<file path="src/rtl/mux8_rr_arbiter_if.sv">
// Channel bundle for the 8-source round-robin mux arbiter: requests and data in,
// one-hot grant, select, valid and gated data bit out.
interface mux8_rr_arbiter_if;
   logic [7:0] req;
   logic [7:0] data_in;
   logic [7:0] grant;
   logic [2:0] sel;
   logic       valid;
   logic       z;

   modport master (
      output req,
      output data_in,
      input  grant,
      input  sel,
      input  valid,
      input  z
   );

   modport slave (
      input  req,
      input  data_in,
      output grant,
      output sel,
      output valid,
      output z
   );
endinterface

</file>
<file path="src/rtl/mux8_rr_arbiter.sv">
// Round-robin arbiter/sequencer for a shared 8-to-1 single-bit mux channel.
// Define ARB_TIMEOUT_EN to force handoff after MAX_HOLD consecutive grant cycles.
module mux8_rr_arbiter #(
   parameter int unsigned MAX_HOLD = 8
) (
   input logic             clk,
   input logic             rst_n,
   mux8_rr_arbiter_if.slave bus
);

   if (MAX_HOLD < 1 || MAX_HOLD > 15) begin : g_bad_max_hold
      $error("MAX_HOLD must be in 1..15");
   end

   typedef enum logic {
      S_IDLE = 1'b0,
      S_BUSY = 1'b1
   } state_t;

`ifdef ARB_TIMEOUT_EN
   localparam logic [3:0] HOLD_CAP = 4'(MAX_HOLD);
`else
   localparam logic [3:0] HOLD_CAP = 4'd15;
`endif

   state_t     r_state, w_state_nxt;
   logic [7:0] r_grant, w_grant_nxt;
   logic [2:0] r_sel,   w_sel_nxt;
   logic [2:0] r_ptr,   w_ptr_nxt;
   logic       r_valid, w_valid_nxt;
   logic [3:0] r_hold,  w_hold_nxt;

   logic [7:0] w_mask;
   logic       w_found;
   logic [2:0] w_idx;
   logic       w_release;
   logic       w_timeout;

   // Rotate so the bit just after 'last' lands at position 0, then take the lowest set bit.
   function automatic logic [3:0] rr_pick(input logic [7:0] mask, input logic [2:0] last);
      logic [15:0] dbl;
      logic [7:0]  rot;
      logic        found;
      logic [2:0]  idx;
      dbl   = {mask, mask} >> (4'(last) + 4'd1);
      rot   = dbl[7:0];
      found = 1'b0;
      idx   = '0;
      for (int unsigned k = 0; k < 8; k++) begin
         if (!found && rot[3'(k)]) begin
            found = 1'b1;
            idx   = last + 3'd1 + 3'(k);
         end
      end
      return {found, idx};
   endfunction

   // In BUSY the pointer equals the owner, so masking the owner out yields the handoff search.
   always_comb begin
      w_mask = (r_state == S_BUSY) ? (bus.req & ~r_grant) : bus.req;
      {w_found, w_idx} = rr_pick(w_mask, r_ptr);
      w_release = ~|(bus.req & r_grant);
`ifdef ARB_TIMEOUT_EN
      w_timeout = (r_hold == HOLD_CAP);
`else
      w_timeout = 1'b0;
`endif
   end

   always_comb begin
      w_state_nxt = r_state;
      w_grant_nxt = r_grant;
      w_sel_nxt   = r_sel;
      w_ptr_nxt   = r_ptr;
      w_valid_nxt = r_valid;
      w_hold_nxt  = r_hold;
      case (r_state)
         S_IDLE: begin
            if (w_found) begin
               w_state_nxt = S_BUSY;
               w_grant_nxt = 8'd1 << w_idx;
               w_sel_nxt   = w_idx;
               w_ptr_nxt   = w_idx;
               w_valid_nxt = 1'b1;
               w_hold_nxt  = 4'd1;
            end
         end
         S_BUSY: begin
            if ((w_release || w_timeout) && w_found) begin
               w_grant_nxt = 8'd1 << w_idx;
               w_sel_nxt   = w_idx;
               w_ptr_nxt   = w_idx;
               w_hold_nxt  = 4'd1;
            end else if (w_release) begin
               w_state_nxt = S_IDLE;
               w_grant_nxt = '0;
               w_valid_nxt = 1'b0;
               w_hold_nxt  = '0;
            end else if (r_hold != HOLD_CAP) begin
               w_hold_nxt = r_hold + 4'd1;
            end
         end
         default: w_state_nxt = S_IDLE;
      endcase
   end

   always_ff @(posedge clk or negedge rst_n) begin
      if (!rst_n) begin
         r_state <= S_IDLE;
         r_grant <= '0;
         r_sel   <= '0;
         r_ptr   <= '1;
         r_valid <= 1'b0;
         r_hold  <= '0;
      end else begin
         r_state <= w_state_nxt;
         r_grant <= w_grant_nxt;
         r_sel   <= w_sel_nxt;
         r_ptr   <= w_ptr_nxt;
         r_valid <= w_valid_nxt;
         r_hold  <= w_hold_nxt;
      end
   end

   assign bus.grant = r_grant;
   assign bus.sel   = r_sel;
   assign bus.valid = r_valid;
   assign bus.z     = bus.data_in[r_sel] & r_valid;

endmodule

</file>
<file path="src/flat_wrapper.sv">
// flat-port wrapper written by rule: the top's interface ports become plain ports
module mux8_rr_arbiter_flat 
#(
   parameter int unsigned MAX_HOLD = 8
)
  (clk, rst_n, bus_req, bus_data_in, bus_grant, bus_sel, bus_valid, bus_z);
  mux8_rr_arbiter_if bus_i ();
  input logic clk;
  input logic rst_n;
  input wire logic [$bits(bus_i.req)-1:0] bus_req;
  input wire logic [$bits(bus_i.data_in)-1:0] bus_data_in;
  output wire logic [$bits(bus_i.grant)-1:0] bus_grant;
  output wire logic [$bits(bus_i.sel)-1:0] bus_sel;
  output wire logic [$bits(bus_i.valid)-1:0] bus_valid;
  output wire logic [$bits(bus_i.z)-1:0] bus_z;
  assign bus_i.req = bus_req;
  assign bus_i.data_in = bus_data_in;
  assign bus_grant = bus_i.grant;
  assign bus_sel = bus_i.sel;
  assign bus_valid = bus_i.valid;
  assign bus_z = bus_i.z;
  mux8_rr_arbiter #(.MAX_HOLD(MAX_HOLD)) u_core (.clk(clk), .rst_n(rst_n), .bus(bus_i));
endmodule
</file>
<file path="config.mk">
export PLATFORM = sky130hd
export DESIGN_NAME = mux8_rr_arbiter_flat
export DESIGN_NICKNAME = d
export VERILOG_FILES = /design/src/rtl/mux8_rr_arbiter_if.sv /design/src/rtl/mux8_rr_arbiter.sv /design/src/flat_wrapper.sv
export SDC_FILE = /design/constraint.sdc
export NUM_CORES = 1
export LEC_CHECK = 0
export ABC_AREA = 1
export CELL_PAD_IN_SITES_DETAIL_PLACEMENT = 0
export CELL_PAD_IN_SITES_GLOBAL_PLACEMENT = 1
export CORE_MARGIN = 4
export CORE_UTILIZATION = 40
export CTS_BUF_LIST = sky130_fd_sc_hd__clkbuf_8
export DETAILED_ROUTE_END_ITERATION = 8
export PLACE_DENSITY_LB_ADDON = 0.1
export SETUP_SLACK_MARGIN = 0.05
export SKIP_LAST_GASP = 1
export SYNTH_ARGS = -nofsm -noshare
export SYNTH_HDL_FRONTEND = slang
export SYNTH_SLANG_ARGS = --single-unit
</file>
<file path="constraint.sdc">
create_clock -name clk -period 3.4 [get_ports clk]
set_input_delay 0.68 -clock clk [delete_from_list [all_inputs] [get_ports clk]]
set_output_delay 0.68 -clock clk [all_outputs]
set_load 0.005 [all_outputs]
</file>
# After elaboration in Yosys (flattened, before gate mapping)
# Index checks and enable logic that the tools add are counted.
[totals] register_bits=16 input_bits=18 output_inout_bits=13
[op_classes] bitwise=5 n_shift=2 eq_ne=5 n_reduce_logical=20 magnitude_cmp=1 n_addsub=9 mux=34
[ops] op="2-to-1 mux 8 bit" n=4
[ops] op="2-to-1 mux 3 bit" n=10
[ops] op="bitwise AND 8 bit" n=2
[ops] op="one-hot mux 8 bit (2 select lines)" n=1
[ops] op=">> shifter 16 x 4 -> 8 bit" n=1
[ops] op="2-to-1 mux 1 bit" n=15
[ops] op="adder 3 bit (second input constant)" n=4
[ops] op="logical AND 1 bit" n=8
[ops] op="zero test 1 bit" n=8
[ops] op="inverter 8 bit" n=1
[ops] op="OR reduction 8 bit" n=1
[ops] op="<< shifter 1 x 3 -> 8 bit (first input constant)" n=1
[ops] op="adder 3 x 1 -> 3 bit (second input constant)" n=2
[ops] op="adder 3 x 2 -> 3 bit (second input constant)" n=2
[ops] op="inequality test 2 bit (second input constant)" n=3
[ops] op="one-hot mux 3 bit (2 select lines)" n=1
[ops] op="adder 3 x 1 -> 4 bit (second input constant)" n=1
[ops] op="< comparator 3 x 4 -> 1 bit (second input constant)" n=1
[ops] op="one-hot mux 1 bit (2 select lines)" n=2
[ops] op="AND reduction 2 bit" n=2
[ops] op="binary-select mux 1 bit (select 3 bit)" n=1
[ops] op="inequality test 3 bit (second input constant)" n=1
[ops] op="AND reduction 3 bit" n=1
[ops] op="inequality test 2 x 1 -> 1 bit (second input constant)" n=1
[ops] op="other kinds (2)" n=2

# Longest topological paths before layout
[logic_depth] depth_word=29 depth_mapped=19 depth_no_buf=18

# Least setup slack after synthesis
# Ideal clock, no wire load.
[synth_timing] path_type="register to register" start="register u_core.r_ptr[0]" end="register u_core.r_grant[3], in the netlist u_core.bus.grant[3]" n_path_buf=1 setup_ns=0.116 path_slack_ns=1.312 t_required_ns=3.284 arrival_ns=1.971 period_less_slack_ns=2.088 path_stages_with_launch=15 path_cell_list="dfstp_2 inv_2 buf_6 ha_1 xor2_1 inv_1 o21ai_0 nor2_1 nand2_1 nor2_2 nand4_2 nand2_1 inv_2 nand2_1 nand2_1"
[synth_via] elab_chain_cells=27 elab_cells_between_ends=48
[synth_rtl] element="start, declared" line="mux8_rr_arbiter.sv:29" rtl="logic [2:0] r_ptr, w_ptr_nxt;"
[synth_rtl] element="start signal, assigned" line="mux8_rr_arbiter.sv:119" rtl="r_ptr <= w_ptr_nxt;"
[synth_rtl] element="adder 3 x 1 -> 4 bit" line="mux8_rr_arbiter.sv:45" rtl="dbl = {mask, mask} >> (4'(last) + 4'd1);"
[synth_rtl] element=">> shifter 16 x 4 -> 8 bit" line="mux8_rr_arbiter.sv:45"
[synth_rtl] element="2-to-1 mux 1 bit" line="mux8_rr_arbiter.sv:50" rtl="if (!found && rot[3'(k)]) begin"
[synth_rtl] element="zero test 1 bit" line="mux8_rr_arbiter.sv:50"
[synth_rtl] element="logical AND 1 bit" line="mux8_rr_arbiter.sv:50"
[synth_rtl] element="2-to-1 mux 1 bit" line="mux8_rr_arbiter.sv:50"
[synth_rtl] element="zero test 1 bit" line="mux8_rr_arbiter.sv:50"
[synth_rtl] element="logical AND 1 bit" line="mux8_rr_arbiter.sv:50"
[synth_rtl] element="[... 11 more ...]"
[synth_rtl] element="logical AND 1 bit" line="mux8_rr_arbiter.sv:50"
[synth_rtl] element="2-to-1 mux 1 bit" line="mux8_rr_arbiter.sv:50"
[synth_rtl] element="zero test 1 bit" line="mux8_rr_arbiter.sv:50"
[synth_rtl] element="logical AND 1 bit" line="mux8_rr_arbiter.sv:50"
[synth_rtl] element="2-to-1 mux 3 bit or 2-to-1 mux 1 bit (tied branches)" line="mux8_rr_arbiter.sv:50"
[synth_rtl] element="<< shifter 1 x 3 -> 8 bit or logical AND 1 bit (tied branches)" line="mux8_rr_arbiter.sv:81, mux8_rr_arbiter.sv:90, mux8_rr_arbiter.sv:89"
[synth_rtl] element="2-to-1 mux 8 bit (tied with other cells)" line="mux8_rr_arbiter.sv:89" rtl="if ((w_release || w_timeout) && w_found) begin"
[synth_rtl] element="one-hot mux 8 bit (2 select lines) or AND reduction 2 bit (tied branches)"
[synth_rtl] element="end signal, assigned" line="mux8_rr_arbiter.sv:117" rtl="r_grant <= w_grant_nxt;"
[synth_rtl] element="end, declared" line="mux8_rr_arbiter.sv:27" rtl="logic [7:0] r_grant, w_grant_nxt;"
# Several ways; a longest one is shown, not always the timed one. The select of a mux whose other input is x is not followed.
# A chain may end at the register's enable or synchronous reset.

# Worst setup path in the final report
[layout_timing] start="input bus_data_in[0]" end="output bus_z"
[layout_via] elab_chain_cells=3
[layout_rtl] element="start, declared" line="flat_wrapper.sv:11" rtl="input wire logic [$bits(bus_i.data_in)-1:0] bus_data_in;"
[layout_rtl] element="binary-select mux 1 bit (select 3 bit)" line="mux8_rr_arbiter.sv:128" rtl="assign bus.z = bus.data_in[r_sel] & r_valid;"
[layout_rtl] element="2-to-1 mux 1 bit (not written as such)" line="mux8_rr_arbiter.sv:128"
[layout_rtl] element="bitwise AND 1 bit" line="mux8_rr_arbiter.sv:128"
[layout_rtl] element="end, declared" line="flat_wrapper.sv:15" rtl="output wire logic [$bits(bus_i.z)-1:0] bus_z;"
# No other way between the ends. The select of a mux whose other input is x is not followed.

==> qor.txt <==
hpwl dp: 3350 um
leading area contributor after synthesis: dfrtp_1
overall routing resource usage: 17.2%
first-pass GRT wire length: 6970 um
post-synthesis sequential area ratio: 25.9%
Final ANT Viol Nets: 0
I/O pin cnt: 31
Core Region: 3720 um^2
Post-Syn Nets: 265
Hold Buf Count CTS: 0
fraction of layout cells with a size suffix above 1: 11.7%
Yosys cell types: 32
Via Count: 1657
Die W: 70.5 um
CTS tree: yes
Max Buffers Root-to-Sink: 2
post-route setup TNS: 0 ns
Final Hold Viols: 0
status: finished, final reports clean
DRC viols: 0
max_cap viols: 0
Clock Latency Late Sink: 0.25 ns
crit-path leading delay family: buffers and inverters
clk sinks: 16
number of global-route vias before repair: 1504
Final Net Count: 294
#FFs+latches synth: 16
critical path class: in -> out
fin crit period: 2.80 ns
gr ovfl total: 0
Gate Count Post-Synth: 245
WP buf/inv: 2
maximum VDD drop: 0.519 mV
Post-Syn Area: 1560 um^2
Max Clk Rate: 358 MHz
share of the synthesized area in the top cell type: 20.8%
Worst setup EP type: primary output
clk root buf: clkbuf_8
Hold Path Stages: 2
fin crit share: 82.2%
Clock Skews: 0.00110 ns
Worst Hold Class: reg -> reg
H-tree Lvls: 1
Post CTS Setup Buffer Count: 0
critical-path cell list: clkdlybuf4s50_1 -> nor2_1 -> o32ai_1 -> o211a_1 -> clkdlybuf4s50_1
Num CTS Buffers: 3
DR iter-0 viols: 162
input/output buffers: 30
# diodes: 0
slowest stage cell, crit path: clkdlybuf4s50_1
Required @ worst endpoint: 2.72 ns
initial antenna violation count: 0
CP max stage delay: 0.49 ns
critical path arrival: 2.12 ns
P_leak: 0.000993 uW
gpl congestion: 0.810
largest net degree at the start of global routing: 17
CTS resizes: 0
synth top area cells: dfrtp_1, nand2_1, nand3_1
Pre-antenna DRT Iters: 4
Die Footprint: 4970 um^2
Synth Warn #: 0
Util after Layout: 52.2%
clk slew on worst S/H paths: 0.06 ns
# setup viols final: 0
path depth of the worst reg2reg path: 11
commonest cells after routing, fill and taps aside: nand2_1, nand3_1, clkdlybuf4s50_1
RSZ-0062 raised after global routing: false
commonest non-fill, non-tap cell in the layout: nand2_1
FP Rows: 22
Max Slew Vio Count: 0
relative slew slack: 51.7%
die height: 70.5 um
Post-Route WL: 4090 um
wire length per cell: 12.7 um
Mean Syn Cell Area: 6.37 um^2
Worst path depth: 5
Area Overhead vs Synth: 24.1%
via/cell ratio: 5.16
Worst-Margin Slew: 0.722 ns
Startpoint Class: input port
starting density of the core: 42.0%
most common cell type on the critical path: clkdlybuf4s50_1
CP max FO: 1
P per Cell Area: 1110 nW/um^2
==> routing by layer <==
layer / track usage [%] / part of all wire (%)
met4: 5.11 / 1.3
met2: 25.3 / 43
met5: 0 / 0
met3: 3.60 / 6.7
met1: 24.9 / 49
==> Yosys cell counts (all sizes together) <==
cell / count
a21oi: 3
a221oi: 2
a22o: 2
a31oi: 1
buf: 4
clkbuf: 2
dfrtp: 13
dfstp: 3
ha: 2
inv: 23
nand2: 84
nand3: 53
nand3b: 1
nand4: 5
nor2: 27
o211a: 1
o21a: 1
o21ai: 12
o21bai: 1
o32ai: 1
xor2: 4
==> cells by family (layout without fill, tap and decap cells) <==
logic type	count (synthesis)	count (layout)	share of synthesized area [%]
XOR/XNOR	4	4	2.24
AO/OA/AOI/OAI	24	24	10.0
adder cells (fa/ha/maj)	2	2	1.60
AND/OR/NAND/NOR	170	170	52.2
buffers and inverters	29	57	8.01
flip-flops	16	16	25.9
==> registers in the layout, summed over array words and instances (netlist names) <==
name,count
u_core.bus.grant,8
u_core.r_state,1
u_core.bus.sel,3
u_core.bus.valid,1
u_core.r_ptr,3
==> worst register-to-register path: stages, from the launching register on <==
cell and delay (ns):
dfstp_2 0.70, inv_2 0.19, ha_1 0.41, xor2_1 0.25, nor2_1 0.07, nor2_1 0.09, nand2_1 0.05, nor2_1 0.15
nand4_1 0.17, nor2_1 0.26, nand2_1 0.10, nand2_1 0.06
==> cell type report <==
cell class | instances | area, um^2
Timing Repair Buffer | 30 | 300
Sequential cell | 16 | 404
Multi-Input combinational cell | 200 | 1030
Tap cell | 48 | 60.1
Inverter | 23 | 86.3
Clock buffer | 4 | 55.1
Fill cell | 384 | 1780
==> where the power goes <==
group          switching (uW)  total, uW  internal (uW)
sequential                118        398            281
clock                    65.2        168            103
combinational            1030       1590            556
total                    1220       2160            940
==> final timing paths <==
check	slack [ns]	endpoint	start
hold / removal	0.54	u_core.bus.sel[2]	u_core.bus.sel[2]
setup / recovery	0.60	bus_z	bus_data_in[0]
hold reg to reg	0.54	u_core.bus.sel[2]	u_core.bus.sel[2]
max in group asynchronous	2.08	u_core.bus.grant[2]	rst_n
min in group asynchronous	0.86	u_core.bus.sel[2]	rst_n
setup reg to reg	0.84	u_core.bus.grant[1]	u_core.r_ptr[0]
==> through the flow <==
step / cells / hold WS (ns) / setup WS, ns / total power [uW] / cell area, um^2
2_1_floorplan: 245 / 0.384 / 1.31 / 1600 / 1560
3_3_place_gp: 317 / 0.529 / 0.562 / 2010 / 1880
3_5_place_dp: 317 / 0.535 / 0.587 / 1990 / 1880
4_1_cts: 321 / 0.552 / 0.588 / 2170 / 1940
5_1_grt: 321 / 0.568 / 0.549 / 2410 / 1940
6_report: 321 / 0.544 / 0.604 / 2160 / 1940
(Power assumes the default switching activity.)
